==> src/rtl/sm_pkg.sv <==
// Shared sign-magnitude definitions: word layout, field helpers and
// overflow-policy encoding used by the adder/subtractor pipeline.
package sm_pkg;

  localparam int unsigned SM_MAG_W = 4;

  // Sign bit sits directly above the unsigned magnitude.
  typedef logic [SM_MAG_W:0] sm_word_t;

  typedef enum logic {
    SM_WRAP = 1'b0,
    SM_SAT  = 1'b1
  } sm_ovf_pol_e;

  function automatic logic sm_sign(input sm_word_t w);
    return w[SM_MAG_W];
  endfunction

  function automatic logic [SM_MAG_W-1:0] sm_mag(input sm_word_t w);
    return w[SM_MAG_W-1:0];
  endfunction

  function automatic sm_word_t sm_pack(input logic s, input logic [SM_MAG_W-1:0] m);
    return {s, m};
  endfunction

endpackage

==> src/rtl/sm_mag_cmp.sv <==
// Combinational magnitude compare/swap: orders two magnitudes so the
// arithmetic stage can always subtract small from big.
module sm_mag_cmp #(
  parameter int unsigned W = 4
) (
  input  logic [W-1:0] a_mag_i,
  input  logic [W-1:0] b_mag_i,
  output logic [W-1:0] big_o,
  output logic [W-1:0] small_o,
  output logic         a_ge_b_o
);

  // Ties resolve to A as the larger operand.
  always_comb begin
    a_ge_b_o = (a_mag_i >= b_mag_i);
    big_o    = a_ge_b_o ? a_mag_i : b_mag_i;
    small_o  = a_ge_b_o ? b_mag_i : a_mag_i;
  end

endmodule

==> src/rtl/sm_addsub_pipe.sv <==
// Two-stage sign-magnitude adder/subtractor with valid/ready on both sides,
// selectable saturate/wrap overflow, -0 normalisation and an overflow counter.
module sm_addsub_pipe
  import sm_pkg::*;
#(
  parameter int unsigned MAG_W = SM_MAG_W,
  parameter int unsigned CNT_W = 8
) (
  input  logic             clk,
  input  logic             rst_n,
  input  logic             in_valid,
  output logic             in_ready,
  input  logic [MAG_W:0]   a,
  input  logic [MAG_W:0]   b,
  input  logic             op,
  input  logic             sat_en,
  output logic             out_valid,
  input  logic             out_ready,
  output logic [MAG_W:0]   res,
  output logic             ovf,
  output logic [CNT_W-1:0] ovf_cnt,
  input  logic             cnt_clr
);

  logic             s2_adv;
  logic             s1_adv;

  logic [MAG_W-1:0] a_mag, b_mag;
  logic             sa, sb_eff, a_ge_b;
  logic [MAG_W-1:0] big_d, small_d;
  logic             sign_d, sub_d;

  logic             s1_valid_q;
  logic [MAG_W-1:0] big_q, small_q;
  logic             sign_q, sub_q;
  sm_ovf_pol_e      pol_q;

  logic [MAG_W:0]   sum;
  logic [MAG_W-1:0] mag_d;
  logic             ovf_d;
  logic [MAG_W:0]   res_d;

  logic             out_valid_q;
  logic [MAG_W:0]   res_q;
  logic             ovf_q;
  logic [CNT_W-1:0] cnt_q;

  assign s2_adv   = !out_valid_q || out_ready;
  assign s1_adv   = !s1_valid_q || s2_adv;
  assign in_ready = s1_adv;

  assign sa     = a[MAG_W];
  assign sb_eff = b[MAG_W] ^ op;
  assign a_mag  = a[MAG_W-1:0];
  assign b_mag  = b[MAG_W-1:0];

  sm_mag_cmp #(.W(MAG_W)) u_cmp (
    .a_mag_i  (a_mag),
    .b_mag_i  (b_mag),
    .big_o    (big_d),
    .small_o  (small_d),
    .a_ge_b_o (a_ge_b)
  );

  // Different effective signs subtract; the result takes the larger operand's sign.
  always_comb begin
    sub_d  = sa ^ sb_eff;
    sign_d = (!sub_d || a_ge_b) ? sa : sb_eff;
  end

  // S1: capture ordered magnitudes and control on an input handshake.
  always_ff @(posedge clk or negedge rst_n) begin
    if (!rst_n) begin
      s1_valid_q <= 1'b0;
      big_q      <= '0;
      small_q    <= '0;
      sign_q     <= 1'b0;
      sub_q      <= 1'b0;
      pol_q      <= SM_WRAP;
    end else if (s1_adv) begin
      s1_valid_q <= in_valid;
      if (in_valid) begin
        big_q   <= big_d;
        small_q <= small_d;
        sign_q  <= sign_d;
        sub_q   <= sub_d;
        pol_q   <= sm_ovf_pol_e'(sat_en);
      end
    end
  end

  // S2 arithmetic: add with carry-out overflow or subtract, then clear -0.
  always_comb begin
    sum   = {1'b0, big_q} + {1'b0, small_q};
    mag_d = '0;
    ovf_d = 1'b0;
    if (sub_q) begin
      mag_d = big_q - small_q;
    end else begin
      ovf_d = sum[MAG_W];
      if (ovf_d && pol_q == SM_SAT) mag_d = '1;
      else                          mag_d = sum[MAG_W-1:0];
    end
    res_d = {(mag_d != '0) && sign_q, mag_d};
  end

  // S2: output register, holds while the consumer stalls.
  always_ff @(posedge clk or negedge rst_n) begin
    if (!rst_n) begin
      out_valid_q <= 1'b0;
      res_q       <= '0;
      ovf_q       <= 1'b0;
    end else if (s2_adv) begin
      out_valid_q <= s1_valid_q;
      if (s1_valid_q) begin
        res_q <= res_d;
        ovf_q <= ovf_d;
      end
    end
  end

  // Overflow event counter: clear wins over a coincident increment.
  always_ff @(posedge clk or negedge rst_n) begin
    if (!rst_n) begin
      cnt_q <= '0;
    end else if (cnt_clr) begin
      cnt_q <= '0;
    end else if (out_valid_q && out_ready && ovf_q && (cnt_q != '1)) begin
      cnt_q <= cnt_q + CNT_W'(1);
    end
  end

  assign out_valid = out_valid_q;
  assign res       = res_q;
  assign ovf       = ovf_q;
  assign ovf_cnt   = cnt_q;

endmodule

==> config.mk <==
export PLATFORM = sky130hd
export DESIGN_NAME = sm_addsub_pipe
export DESIGN_NICKNAME = d
export VERILOG_FILES = /design/src/rtl/sm_pkg.sv /design/src/rtl/sm_mag_cmp.sv /design/src/rtl/sm_addsub_pipe.sv
export SDC_FILE = /design/constraint.sdc
export NUM_CORES = 1
export LEC_CHECK = 0
export CORE_MARGIN = 1
export CORE_UTILIZATION = 45
export CTS_CLUSTER_SIZE = 30
export DETAILED_ROUTE_END_ITERATION = 10
export HOLD_SLACK_MARGIN = 0.06
export PLACE_DENSITY = 0.69
export SETUP_SLACK_MARGIN = 0.5
export SLEW_MARGIN = 40
export SYNTH_ARGS = -nofsm -noshare
export SYNTH_HDL_FRONTEND = slang
export SYNTH_SLANG_ARGS = --single-unit
==> constraint.sdc <==
create_clock -name clk -period 3.4 [get_ports clk]
set_input_delay 0.34 -clock clk [delete_from_list [all_inputs] [get_ports clk]]
set_output_delay 0.34 -clock clk [all_outputs]
set_load 0.02 [all_outputs]
==> summary.txt, run 1 <==
Floorplanning
  • Core Area: 0.00342 mm²
  • Rows: 21
  • Initial Util: 48.2%
  • I/O pin total: 33
  • Die Area: 0.00390 mm²
  • Die extent in y: 62.5 µm
  • Die W: 62.5 µm

Power and ir drop
  • Clock network fraction of design power: 13.8%
  • Internal: 0.000627 W
  • Flop pwr share: 44.4%
  • Sw frac: 35.5%
  • Switching pwr: 0.000345 W
  • Leakage: 0.878 nW
  • Pwr Density: 478 mW/mm²
  • VDD IR max: 0.188 mV
  • Combinational share of power: 41.9%

Clocking
  • Clock Path Buffers: 2
  • CTS Buf Count: 3
  • Worst-path clk slew: 0.14 ns
  • H-tree level count: 1
  • CTS tree: built
  • CTS Sinks: 27
  • Later-pin clock latency in the skew report: 0.31 ns
  • Root buffer cell: clkbuf_4
  • Post-CTS setup buffer count: 0
  • Hold buffers post-CTS: 0
  • PostCTS Resize Cnt: 0

STA
  • Peak Freq: 483 MHz
  • Worst Max-Slew Pin Slew: 0.547 ns
  • RSZ-0062 raised after global routing: no
  • Final period utilization: 60.9%
  • Headroom to the max-slew limit: 63.5%
  • Max Slew Vio Count: 0
  • Worst-case clock skew: 0.00440 ns
  • Hold_ws: 0.383 ns
  • Final Hold Vio Count: 0
  • Setup TNS: 0 ns
  • Final WS setup: 1.33 ns
  • Setup violators final: 0
  • Final min period: 2.07 ns

Worst hold path
  • Worst Hold Class: in2async

Final layout
  • Ant. Diodes: 0
  • Cell Count, Final, Fillers Out: 238
  • Final net count: 224
  • Area Overhead vs Synth: 23.5%
  • Layout cell share with drive strength beyond 1: 6.77%
  • Final Cell Area: 0.00203 mm²

Placement
  • Dpl cells: 234
  • Port Buffers: 32
  • HPWL after DPL: 2300 µm
  • Worst slack, placed: 1.03 ns
  • GP Congestion: 0.765
  • DP Area: 0.00201 mm²

Setup path
  • WP data arrival: 2.31 ns
  • CP Class: reg2reg
  • R2R Path End: res[4]$_DFFE_PN0P_
  • CP max FO: 4
  • CP required: 3.64 ns
  • Critical R2R Launch: small_q[0]$_DFFE_PN0P_
  • CP Capture Type: flip-flop
  • Worst R2R Path Depth: 8
  • CP Launch Type: flip-flop
  • Setup slack, reg-to-reg: 1.33 ns

Flow run
  • Max_cap viols: 0

Routing
  • DRC violations left: 0
  • Drt first pass iters: 4
  • Routed Antenna Nets: 0
  • Met3 Routed Length: 71 µm
  • Routed Wire Length: 2870 µm
  • DR vias/cell: 5.00
  • DR WL/cell: 12.1 µm
  • Metal-1 WL: 1460 µm
  • Top Layer Used: met4
  • Via Count: 1,190
  • Met2 WL post-DR: 1310 µm
  • DRT iter0 DRCs: 35

Yosys
  • Largest area contributor in the netlist: dfrtp_1
  • Largest cells by area after synthesis: dfrtp_1 (41%), ha_1 (9.1%), mux2i_1 (7.3%), nor2_1 (5.0%), xor2_1 (3.2%)
  • Post-synth cell types: 37
  • FFs w/ async S/R, synth: 100%
  • Ys Warns: 0
  • Syn_nets: 191
  • Cell Area, Synth: 0.00165 mm²
  • Mapped Cells: 160
  • Average size of a mapped cell: 10.3 µm²
  • Top FF cell, synth: dfrtp_1
  • Synth top area share: 41.1%
  • EDFF count, synth: 0
  • Yosys reg bits: 27
  • Sequential share of the synthesized area: 41.1%

Run status
  • Status: completed

GRT
  • Number of global-route vias before repair: 1,216
  • First-pass GRT wire length: 5150 µm
  • Initial antenna violation count: 0
  • Pin count of the biggest net entering global routing: 28
  • GRT overflow: 0
  • All-Layer GR Usage: 16.2%
routing by layer:
| metal | up-vias | track usage [%] |
|---|---|---|
| met1 | 551 | 21.2 |
| met4 | 0 | 5.52 |
| met2 | 25 | 27.6 |
| met5 | - | 0 |
| met3 | 2 | 1.82 |
| li1 | 612 | - |
critical path, cell delays in order (launching register included):
cell and delay [ns]:
dfrtp_1 0.41, ha_1 0.19, inv_1 0.06, fa_1 0.38
or2_1 0.23, a211oi_2 0.22, nand2_1 0.15, and2_1 0.20
a41oi_1 0.16
flip-flops by register name, indices dropped and copies added, names as in the netlist:
| name | count |
|---|---|
| out_valid | 1 |
| sub_q | 1 |
| ovf | 1 |
| s1_valid_q | 1 |
| small_q | 4 |
| res | 5 |
| big_q | 4 |
| pol_q | 1 |
| sign_q | 1 |
| ovf_cnt | 8 |
synthesized netlist by cell type (3+ instances only):
| cell type | count |
|---|---|
| a21oi_1 | 10 |
| a31oi_1 | 3 |
| and2_1 | 3 |
| dfrtp_1 | 27 |
| ha_1 | 12 |
| inv_1 | 11 |
| mux2i_1 | 12 |
| nand2_1 | 12 |
| nand2b_1 | 4 |
| nor2_1 | 22 |
| nor3_1 | 3 |
| xnor2_1 | 4 |
| xor2_1 | 6 |
cell usage in the layout (no fill, tap or decap), types with 2 or more instances in the layout:
cell type | synthesis | layout
clkdlybuf4s50_1 | 0 | 32
dfrtp_1 | 27 | 27
nor2_1 | 22 | 22
nand2_1 | 12 | 12
mux2i_1 | 12 | 12
ha_1 | 12 | 12
inv_1 | 11 | 11
a21oi_1 | 10 | 10
xor2_1 | 6 | 6
nand2b_1 | 4 | 4
xnor2_1 | 4 | 4
and2_1 | 3 | 3
nor3_1 | 3 | 3
a31oi_1 | 3 | 3
clkbuf_4 | 0 | 3
o21ai_1 | 2 | 2
nand3_1 | 2 | 2
a41oi_1 | 2 | 2
o21ai_0 | 2 | 2
fa_1 | 2 | 2
buf_4 | 0 | 2
logic make-up after synthesis:
family | after synthesis | synth area share (%)
fa+ha+maj | 14 | 11.6
flops | 27 | 41.1
xor+xnor | 10 | 5.32
buf+inv | 17 | 4.49
simple gates | 52 | 15.4
compound gates | 27 | 14.1
mux | 13 | 7.99
per-stage QoR:
| stage | total power (W) | utilization (%) |
|---|---|---|
| finish | 0.000971 | 59.5 |
| global route | 0.00105 | 59.5 |
| CTS | 0.000985 | 59.5 |
| detailed placement | 0.000849 | 58.7 |
| global placement | 0.000834 | 58.7 |
| floorplan | 0.000697 | - |
layout make-up:
cell class	count	area, µm²
Tap cell	46	57.6
Fill cell	296	1380
Inverter	11	41.3
Multi-Input combinational cell	116	896
Sequential cell	27	676
Timing Repair Buffer	34	335
Clock buffer	4	26.3
worst max path at each step:
stage                      startpoint                   end  slack [ns]
2_1_floorplan    big_q[0]$_DFFE_PN0P_    res[4]$_DFFE_PN0P_        1.58
3_3_place_gp                     a[0]  big_q[1]$_DFFE_PN0P_        1.06
3_5_place_dp                     a[0]  big_q[0]$_DFFE_PN0P_        1.03
4_1_cts        small_q[0]$_DFFE_PN0P_    res[4]$_DFFE_PN0P_        1.30
5_1_grt        small_q[0]$_DFFE_PN0P_    res[4]$_DFFE_PN0P_        1.15
6_report       small_q[0]$_DFFE_PN0P_    res[4]$_DFFE_PN0P_        1.33
power by group through the flow:
stage | sequential (W) | combinational (W) | clock, W
finish | 0.000431 | 0.000407 | 0.000134
floorplan | 0.000473 | 0.000224 | 0
global placement | 0.000435 | 0.000399 | 0
global route | 0.000440 | 0.000454 | 0.000156
CTS | 0.000432 | 0.000411 | 0.000142
detailed placement | 0.000439 | 0.000410 | 0
No activity file was read; power rests on OpenSTA's default activity.
==> run 2: changes to the inputs <==
==> constraint.sdc (replaced) <==
create_clock -name clk -period 2.1 [get_ports clk]
set_input_delay 0.21 -clock clk [delete_from_list [all_inputs] [get_ports clk]]
set_output_delay 0.21 -clock clk [all_outputs]
set_load 0.02 [all_outputs]
==> run 2 against run 1 <==
Effect of this change:
- flip-flop and latch count is the same
- critical path depth unchanged
- die area did not move
- fmax rose by 9.3%
- sequential share of layout area is 2.1 points lower
- core utilization up 4.2 points
- via count grew 4.6%
- global-route usage rose by 1.6 points
- worst hold slack worse by 0.16 ns
==> summary.txt, run 2 (synthesis gave the netlist of run 1 again) <==
Power and ir drop
  • Leakage: 1.03 nW (+17%)
  • Total Power: 0.00168 W (+73%)
  • Pwr Density: 772 mW/mm² (+61%)
  • VDD IR max: 0.276 mV (+47%)

STA
  • RSZ-0062 raised after global routing: yes
  • Final min period: 1.90 ns (-0.176 ns)
  • Max Slew Vio Count: 0 (unchanged)
  • Peak Freq: 527 MHz (+9.3%)
  • Setup violators final: 0 (unchanged)
  • Headroom to the max-slew limit: 77.1% (+14 points)
  • Worst Max-Slew Pin Slew: 0.343 ns (-0.204 ns)
  • Final Hold Vio Count: 0 (unchanged)
  • Setup TNS: 0 ns (unchanged)
  • Final period utilization: 90.3% (+29 points)
  • Worst-case clock skew: 0.00946 ns (+0.00505 ns)

Routing
  • Drt first pass iters: 4 (unchanged)
  • DRC violations left: 0 (unchanged)
  • DR vias/cell: 4.98 (-0.40%)
  • Routed Wire Length: 3060 µm (+6.8%)
  • DR WL/cell: 12.3 µm (+1.7%)
  • DRT iter0 DRCs: 35 (unchanged)
  • Routed Antenna Nets: 0 (unchanged)
  • Via Count: 1,245 (+4.6%)

Setup path
  • WP data arrival: 2.16 ns (-0.15 ns)
  • CP Launch Type: flip-flop
  • CP Class: reg2reg
  • CP required: 2.36 ns (-1.28 ns)
  • CP Capture Type: flip-flop
  • CP max FO: 2 (-2)

Clocking
  • Clock Path Buffers: 2 (unchanged)
  • Hold buffers post-CTS: 0 (unchanged)
  • Later-pin clock latency in the skew report: 0.33 ns (+0.02 ns)
  • H-tree level count: 1 (unchanged)
  • Root buffer cell: clkbuf_4
  • CTS Sinks: 27 (unchanged)
  • CTS tree: built
  • Worst-path clk slew: 0.16 ns (+0.02 ns)
  • CTS Buf Count: 3 (unchanged)

Floorplanning
  • Core Area: 0.00342 mm² (unchanged)
  • Rows: 21 (unchanged)
  • I/O pin total: 33 (unchanged)
  • Die W: 62.5 µm (unchanged)
  • Initial Util: 48.2% (unchanged)
  • Die extent in y: 62.5 µm (unchanged)
  • Die Area: 0.00390 mm² (unchanged)

GRT
  • Pin count of the biggest net entering global routing: 28 (unchanged)
  • GRT overflow: 0 (unchanged)
  • Initial antenna violation count: 0 (unchanged)
  • All-Layer GR Usage: 17.7% (+1.6 points)
  • First-pass GRT wire length: 5570 µm (+8.0%)
  • Number of global-route vias before repair: 1,241 (+2.1%)

Placement
  • GP Congestion: 0.771 (+0.77%)
  • DP Area: 0.00205 mm² (+2.1%)
  • HPWL after DPL: 2270 µm (-1.4%)
  • Port Buffers: 32 (unchanged)

Final layout
  • Layout cell share with drive strength beyond 1: 19.6% (+13 points)
  • Final Cell Area: 0.00218 mm² (+7.1%)
  • Max FFs per register: 8 (unchanged)
  • Final net count: 236 (+5.4%)
  • Leading cell type in the layout, fill and taps excluded: dfrtp_1
  • Ant. Diodes: 0 (unchanged)
  • Post-layout util: 63.7% (+4.2 points)
  • Most frequent cells in the layout: dfrtp_1 (25), nor2_1 (22), clkdlybuf4s50_1 (15)
  • Area Overhead vs Synth: 32.2%

Worst hold path
  • Worst Hold Class: in2async

Run status
  • Status: completed

Flow run
  • Max_cap viols: 0 (unchanged)
-- run 2: critical path: stages, from the launching register on --
cell	delay, ns
dfrtp_1	0.41
ha_2	0.20
inv_2	0.04
fa_2	0.33
or2_1	0.22
a211oi_2	0.20
nand2_1	0.12
and2_4	0.18
a41oi_1	0.14
-- run 2: final timing paths --
kind	from	to	slack [ns]	cells past startpoint
worst max-delay path	small_q[0]$_DFFE_PN0P_	res[4]$_DFFE_PN0P_	0.20	8
worst min-delay path	rst_n	ovf_cnt[0]$_DFFE_PN0P_	0.22	2
worst max register to register	small_q[0]$_DFFE_PN0P_	res[4]$_DFFE_PN0P_	0.20	8
worst min register to register	pol_q$_DFFE_PN0P_	pol_q$_DFFE_PN0P_	0.50	2
max in group asynchronous	rst_n	ovf_cnt[3]$_DFFE_PN0P_	1.60	2
min in group clk	b[2]	big_q[2]$_DFFE_PN0P_	0.28	3
-- run 2: power by group --
part / leakage, nW / switching [W] / internal [W]
logic: 0.688 / 0.000362 / 0.000378
registers: 0.324 / 0.0000770 / 0.000617
clock network: 0.0183 / 0.000168 / 0.0000776
-- run 2: per-layer routing --
| layer | track usage, % | share of wire (%) | up-vias |
|---|---|---|---|
| met2 | 28.5 | 47 | 26 |
| li1 | - | - | 636 |
| met1 | 25.2 | 49 | 581 |
| met3 | 1.82 | 2.7 | 2 |
| met4 | 5.23 | 0.88 | 0 |
| met5 | 0 | 0 | - |
-- run 2: final cells by class --
cell class	instances	area (µm²)
fill	314	1240
multi-input combinational	116	948
sequential	27	678
timing repair buffer	46	419
tap	46	57.6
inverter	11	41.3
clock buffer	3	22.5
clock inverter	1	8.76
-- run 2: repair_timing --
item                       4_1_cts  5_1_grt
resized for setup               16       15
pin swaps                        6        1
buffers inserted                 5        2
setup endpoints to repair       25       19
gates cloned                     0        0
-- run 2: through the flow --
step           worst slack, ns  cells  hold slack [ns]
2_1_floorplan            0.319    160          -0.0856
3_3_place_gp           -0.0524    239            0.464
3_5_place_dp           -0.0796    239            0.467
4_1_cts                  0.215    248            0.235
5_1_grt                  0.101    250            0.259
6_report                 0.204    250            0.223
